File: src/rtl/RISCV_PKG.sv
// Shared types and constants for the instruction fetch path.
package RISCV_PKG;

   localparam int unsigned FETCH_DEPTH = 2;

   typedef enum logic {
      IDLE = 1'b0,
      REQ  = 1'b1
   } fetch_state_t;

   typedef struct packed {
      logic [31:0] PC;
      logic [31:0] Instr;
   } fetch_entry_t;

endpackage

File: src/rtl/fetch_fifo.sv
// DEPTH-entry buffer of fetched {PC, Instr} pairs, decode side pops from the head.
module fetch_fifo
   import RISCV_PKG::*;
#(
   parameter int unsigned DEPTH = FETCH_DEPTH
) (
   input  logic                     i_clk,
   input  logic                     i_rst,
   input  logic                     i_flush,
   input  logic                     i_push,
   input  fetch_entry_t             i_push_data,
   input  logic                     i_pop,
   output fetch_entry_t             o_head,
   output logic [$clog2(DEPTH):0]   o_count
);

   localparam int unsigned AW = $clog2(DEPTH);
   localparam int unsigned CW = AW + 1;

   fetch_entry_t  r_mem [DEPTH];
   logic [AW-1:0] r_wr_ptr;
   logic [AW-1:0] r_rd_ptr;
   logic [CW-1:0] r_count;
   logic          w_push;
   logic          w_pop;

   // Caller never pushes when full (credit scheme); pops on empty are ignored.
   assign w_push = i_push;
   assign w_pop  = i_pop && (r_count != '0);

   // Pointer and occupancy tracking; flush empties the buffer in one cycle.
   always_ff @(posedge i_clk or posedge i_rst) begin
      if (i_rst) begin
         r_wr_ptr <= '0;
         r_rd_ptr <= '0;
         r_count  <= '0;
      end else if (i_flush) begin
         r_wr_ptr <= '0;
         r_rd_ptr <= '0;
         r_count  <= '0;
      end else begin
         if (w_push) r_wr_ptr <= r_wr_ptr + AW'(1);
         if (w_pop)  r_rd_ptr <= r_rd_ptr + AW'(1);
         case ({w_push, w_pop})
            2'b10:   r_count <= r_count + CW'(1);
            2'b01:   r_count <= r_count - CW'(1);
            default: r_count <= r_count;
         endcase
      end
   end

   // Entry storage; contents are only observed while the slot is occupied.
   always_ff @(posedge i_clk) begin
      if (w_push && !i_flush) r_mem[r_wr_ptr] <= i_push_data;
   end

   assign o_head  = r_mem[r_rd_ptr];
   assign o_count = r_count;

endmodule

File: src/rtl/fetch_unit.sv
// Instruction fetch: accepts PCs, issues memory requests, matches in-order
// responses to their PCs and buffers the results for decode.
module fetch_unit
   import RISCV_PKG::*;
#(
   parameter int unsigned DEPTH = FETCH_DEPTH
) (
   input  logic        CLK,
   input  logic        Reset,
   input  logic [31:0] PC,
   input  logic        PCValid,
   output logic        PCReady,
   input  logic        Flush,
   output logic        IMemReq,
   output logic [31:0] IMemAddr,
   input  logic        IMemGnt,
   input  logic        IMemRValid,
   input  logic [31:0] IMemRData,
   output logic        InstrValid,
   input  logic        InstrReady,
   output logic [31:0] Instr,
   output logic [31:0] InstrPC
);

   localparam int unsigned AW = $clog2(DEPTH);
   localparam int unsigned CW = AW + 1;

   fetch_state_t  r_state;
   logic          r_imem_req;
   logic [31:0]   r_imem_addr;
   logic [CW-1:0] r_inflight;
   logic [CW-1:0] r_drop_cnt;
   logic [31:0]   r_pend [DEPTH];
   logic [AW-1:0] r_pend_wr;
   logic [AW-1:0] r_pend_rd;

   logic [CW-1:0] w_fifo_count;
   logic [CW-1:0] w_credits;
   logic [CW-1:0] w_inflight_next;
   logic          w_pc_fire;
   logic          w_grant;
   logic          w_resp;
   logic          w_drop;
   logic          w_fifo_push;
   logic          w_fifo_pop;
   fetch_entry_t  w_push_entry;
   fetch_entry_t  w_head;

   // Every accepted PC reserves one slot until it leaves the buffer, so the
   // buffer can never overflow.
   assign w_credits = CW'(DEPTH) - w_fifo_count - r_inflight;
   assign PCReady   = !Reset && (r_state == IDLE) && !Flush && (w_credits != '0);
   assign w_pc_fire = PCValid && PCReady;

   assign w_grant = (r_state == REQ) && IMemGnt;
   // Responses with nothing outstanding (e.g. stale after reset) are ignored.
   assign w_resp  = IMemRValid && (r_inflight != '0);
   assign w_drop  = w_resp && ((r_drop_cnt != '0) || Flush);
   assign w_fifo_push = w_resp && !w_drop;
   assign w_fifo_pop  = InstrValid && InstrReady;

   assign w_inflight_next = r_inflight + CW'(w_grant) - CW'(w_resp);

   // Pair the oldest outstanding PC with the returning data.
   always_comb begin
      w_push_entry       = '0;
      w_push_entry.PC    = r_pend[r_pend_rd];
      w_push_entry.Instr = IMemRData;
   end

   // Request FSM: hold address/request until granted or withdrawn by flush.
   always_ff @(posedge CLK or posedge Reset) begin
      if (Reset) begin
         r_state     <= IDLE;
         r_imem_req  <= 1'b0;
         r_imem_addr <= '0;
      end else begin
         case (r_state)
            IDLE: begin
               if (w_pc_fire) begin
                  r_imem_addr <= PC;
                  r_imem_req  <= 1'b1;
                  r_state     <= REQ;
               end
            end
            REQ: begin
               if (IMemGnt || Flush) begin
                  r_imem_req <= 1'b0;
                  r_state    <= IDLE;
               end
            end
            default: begin
               r_imem_req <= 1'b0;
               r_state    <= IDLE;
            end
         endcase
      end
   end

   // Outstanding-fetch accounting; on flush every fetch still outstanding
   // after this cycle (including a same-cycle grant) becomes a drop.
   always_ff @(posedge CLK or posedge Reset) begin
      if (Reset) begin
         r_inflight <= '0;
         r_drop_cnt <= '0;
         r_pend_wr  <= '0;
         r_pend_rd  <= '0;
      end else begin
         r_inflight <= w_inflight_next;
         if (Flush) begin
            r_drop_cnt <= w_inflight_next;
         end else if (w_resp && (r_drop_cnt != '0)) begin
            r_drop_cnt <= r_drop_cnt - CW'(1);
         end
         if (w_grant) r_pend_wr <= r_pend_wr + AW'(1);
         if (w_resp)  r_pend_rd <= r_pend_rd + AW'(1);
      end
   end

   // Pending-PC storage, written with the granted address.
   always_ff @(posedge CLK) begin
      if (w_grant) r_pend[r_pend_wr] <= r_imem_addr;
   end

   fetch_fifo #(.DEPTH(DEPTH)) u_fifo (
      .i_clk       (CLK),
      .i_rst       (Reset),
      .i_flush     (Flush),
      .i_push      (w_fifo_push),
      .i_push_data (w_push_entry),
      .i_pop       (w_fifo_pop),
      .o_head      (w_head),
      .o_count     (w_fifo_count)
   );

   assign IMemReq    = r_imem_req;
   assign IMemAddr   = r_imem_addr;
   assign InstrValid = (w_fifo_count != '0);
   assign Instr      = InstrValid ? w_head.Instr : '0;
   assign InstrPC    = InstrValid ? w_head.PC    : '0;

endmodule

File: config.mk
export PLATFORM = sky130hd
export DESIGN_NAME = fetch_unit
export DESIGN_NICKNAME = d
export VERILOG_FILES = /design/src/rtl/RISCV_PKG.sv /design/src/rtl/fetch_fifo.sv /design/src/rtl/fetch_unit.sv
export SDC_FILE = /design/constraint.sdc
export NUM_CORES = 1
export LEC_CHECK = 0
export ABC_CLOCK_PERIOD_IN_PS = 6000
export BUFFER_PORTS_ARGS = -buffer_cell sky130_fd_sc_hd__buf_2
export CORE_AREA = 4 4 134 136
export DETAILED_ROUTE_END_ITERATION = 10
export DIE_AREA = 0 0 138 140
export PLACE_DENSITY = 0.81
export SLEW_MARGIN = 30
export SYNTH_ARGS = -nofsm -noshare
export SYNTH_HDL_FRONTEND = slang
export SYNTH_SLANG_ARGS = --single-unit
File: constraint.sdc
create_clock -name CLK -period 6 [get_ports CLK]
set_clock_uncertainty 0.05 [all_clocks]
set_input_delay 0.6 -clock CLK [delete_from_list [all_inputs] [get_ports CLK]]
set_output_delay 0.6 -clock CLK [all_outputs]
set_load 0.005 [all_outputs]
==> key figures <==
Clock tree
  • Post-CTS Setup Bufs: 0
  • Clock buffer count from CTS: 23
  • Max H-tree Level: 1
  • CTS Sinks: 236
  • CTS Buffer Depth: 3
  • Clock slew at the register clock pins of the worst setup and hold paths: 60 ps
  • # resized after CTS: 0
  • Clock insertion delay at the later pin of the skew report: 490 ps
  • Cts hold-fix bufs: 0
  • CTS tree: yes
  • CTS root buf: clkbuf_16

Setup path
  • Crit Path Max Fanout: 37
  • Worst R2R Path Depth: 6
  • R2r setup slk: 3360 ps
  • Worst flop-to-flop path startpoint: u_fifo.o_count[0]$_DFFE_PP0P_
  • CP Capture Type: output pin
  • Startpoint types: register
  • Critical path type: reg -> out
  • CP arrival: 2140 ps
  • Req. time, crit path: 5350 ps
  • R2r endpoint: IMemAddr[25]$_DFFE_PP0P_

Yosys
  • Largest area contributor in the netlist: edfxtp_1
  • Syn nets: 584
  • Post-Synthesis Cells: 509
  • Synth Cell Area: 0.00909 mm^2
  • Area share of the largest cell type after synthesis: 63.4%
  • Synth unique cells: 34
  • Synth area leaders: edfxtp_1, dfrtp_1, mux2i_1, mux2_4, mux2_2
  • Post-synth ARST share: 18.6%
  • Average size of a mapped cell: 17.9 um^2
  • Total number of yosys warnings: 0
  • Sequential fraction of the synthesis area: 75.5%
  • Post-synth top flop: edfxtp_1
  • FF+latch count, synth: 236
  • Post-synth EDFFs: 192

Die
  • Die area: 0.0193 mm^2
  • Initial core utilization: 53.7%
  • IO Count: 170
  • Core Rows: 48
  • Die width: 138 um
  • Die Span Y: 140 um
  • Total core area: 0.0169 mm^2

Global route
  • Initial antenna violation count: 0
  • Met2 Resource Use GR: 31.2%
  • Global-route met1 utilization: 21.8%
  • Grt ovf: 0
  • First-pass GRT wire length: 27.5 mm
  • Top Usage Layer GRT: met2
  • Met3 Use GR: 3.18%
  • Vias in the first global route: 5355
  • Largest net degree at the start of global routing: 66
  • GRT Util Overall: 17.4%

Placed design
  • Final GP Congestion: 0.844
  • DP Worst Slack: 3350 ps
  • Dpl hpwl: 10.9 mm
  • Port-buffer cells: 169

Finish
  • Antenna Diode Count: 0
  • Final net count: 763
  • Area of the multi-input gates: 0.00210 mm^2
  • FF/Latch Area: 0.00687 mm^2
  • Finished Core Util: 64.4%
  • Fillcell total: 1221
  • Area grow syn2layout: 19.9%
  • Share of cells above drive strength 1: 39.4%

Timing
  • Fin Hold WS: 196 ps
  • RSZ-0062 raised after global routing: false
  • Final setup vio count: 0
  • Tmin final: 2790 ps
  • Peak Freq: 0.359 GHz
  • Slew margin rel.: 41.1%
  • Final period utilization: 46.4%
  • Slew Limit Fails: 0
  • Final hold violations: 0
  • Slew of the pin with the lowest slew margin: 884 ps
  • Final setup TNS: 0 ps
  • Worst setup margin: 3210 ps

Min path
  • HP Class: in -> async

Detailed routing
  • Antenna Nets Post-Route: 0
  • Number of vias per cell: 5.23
  • DRC viols: 0
  • Via count: 4865
  • Routed length per instance: 18.3 um
  • Initial detailed-routing violation count: 272
  • Drt pass-1 iters: 4
  • Final WL: 17.0 mm

Power
  • Static leakage: 4.22 nW
  • P per Cell Area: 409 mW/mm^2
  • VDD IR max: 272 uV

Run
  • Max cap viols: 0

Outcome
  • Status: complete, no violations
## state kept, by name (all words and copies together), names as in the netlist
| register | cells |
|---|---|
| r_inflight | 2 |
| r_state | 1 |
| r_pend | 64 |
| u_fifo.r_mem | 128 |
| u_fifo.r_rd_ptr | 1 |
| u_fifo.r_wr_ptr | 1 |
| r_pend_rd | 1 |
| r_pend_wr | 1 |
| r_drop_cnt | 2 |
| IMemAddr | 32 |
| IMemReq | 1 |
| u_fifo.o_count | 2 |
## worst max-delay path: stages, from the launching register on
cell and delay [ps]:
dfrtp_4 780, buf_16 310, mux2i_1 280, nor2_1 80
buf_2 160
## per-layer routing
metal / share of wire, % / up-vias
met1: 40 / 2419
met2: 53 / 172
met3: 5.7 / 27
met5: 0 / -
li1: - / 2247
met4: 1.8 / 0
## cells in the final DEF, fill, tap and decap left out, types with 2 or more instances in the layout
master,n
xnor2_1,5
dfrtp_1,43
buf_4,5
nor2_4,4
buf_2,169
mux2i_1,64
clkbuf_1,13
clkinv_2,3
edfxtp_1,192
nand2_1,5
nor3_1,2
mux2_4,28
buf_16,2
inv_1,9
o21ai_0,2
nand2b_1,3
clkbuf_16,23
clkbuf_8,2
ha_1,4
mux2_2,36
a221o_1,2
nor4_1,2
nor2_1,69
## power breakdown
part,switching [mW],internal [mW],leakage (nW)
Combinational,0.387,0.457,1.62
Clock,0.548,0.740,0.327
Sequential,0.201,2.12,2.27
Total,1.14,3.32,4.22
## how the worst max path moves through the flow
stage / startpoint / depth (start not counted) / endpoint
6_report: u_fifo.r_rd_ptr$_DFFE_PP0P_ / 4 / InstrPC[15]
5_1_grt: u_fifo.r_rd_ptr$_DFFE_PP0P_ / 4 / InstrPC[15]
4_1_cts: u_fifo.r_rd_ptr$_DFFE_PP0P_ / 4 / InstrPC[15]
3_5_place_dp: Flush / 5 / u_fifo.r_mem[0][6]$_DFFE_PP_
3_3_place_gp: Flush / 5 / u_fifo.r_mem[1][6]$_DFFE_PP_
2_1_floorplan: IMemRValid / 3 / u_fifo.r_mem[0][0]$_DFFE_PP_
## layout make-up
cell class | count | area share, %
multi-input combinational | 241 | 19.2
tap | 225 | 2.58
inverter | 10 | 0.356
sequential | 236 | 63.0
clock buffer | 38 | 5.98
timing repair buffer | 176 | 8.61
clock inverter | 4 | 0.207
## per-stage QoR
| stage | cell area (um^2) | cells | power [mW] |
|---|---|---|---|
| floorplan | 9090 | 509 | 2.85 |
| global placement | 10200 | 886 | 3.13 |
| detailed placement | 10200 | 887 | 3.20 |
| CTS | 10900 | 929 | 4.51 |
| global route | 10900 | 930 | 4.68 |
| finish | 10900 | 930 | 4.46 |
## cells in the mapped netlist (2+ instances only)
library cell,number
o21ai_0,2
mux2_4,28
mux2i_1,64
ha_1,4
nor4_1,2
inv_1,10
nand2_1,5
nand2b_1,3
xnor2_1,5
buf_2,5
nor3_1,2
edfxtp_1,192
a221o_1,2
buf_8,3
nor2_1,73
mux2_2,36
clkbuf_1,13
dfrtp_1,44
## cells by family (layout without fill, tap and decap cells)
family          Yosys count  after routing  synth area share (%)
xor+xnor                  7              7                 0.853
buf+inv                  32            228                  1.76
fa+ha+maj                 4              4                 0.551
compound gates           13             13                  1.21
mux                     128            128                  16.1
simple gates             89             89                  3.96
flops                   236            236                  75.5
Note: power is estimated with default switching activity, not from simulation.
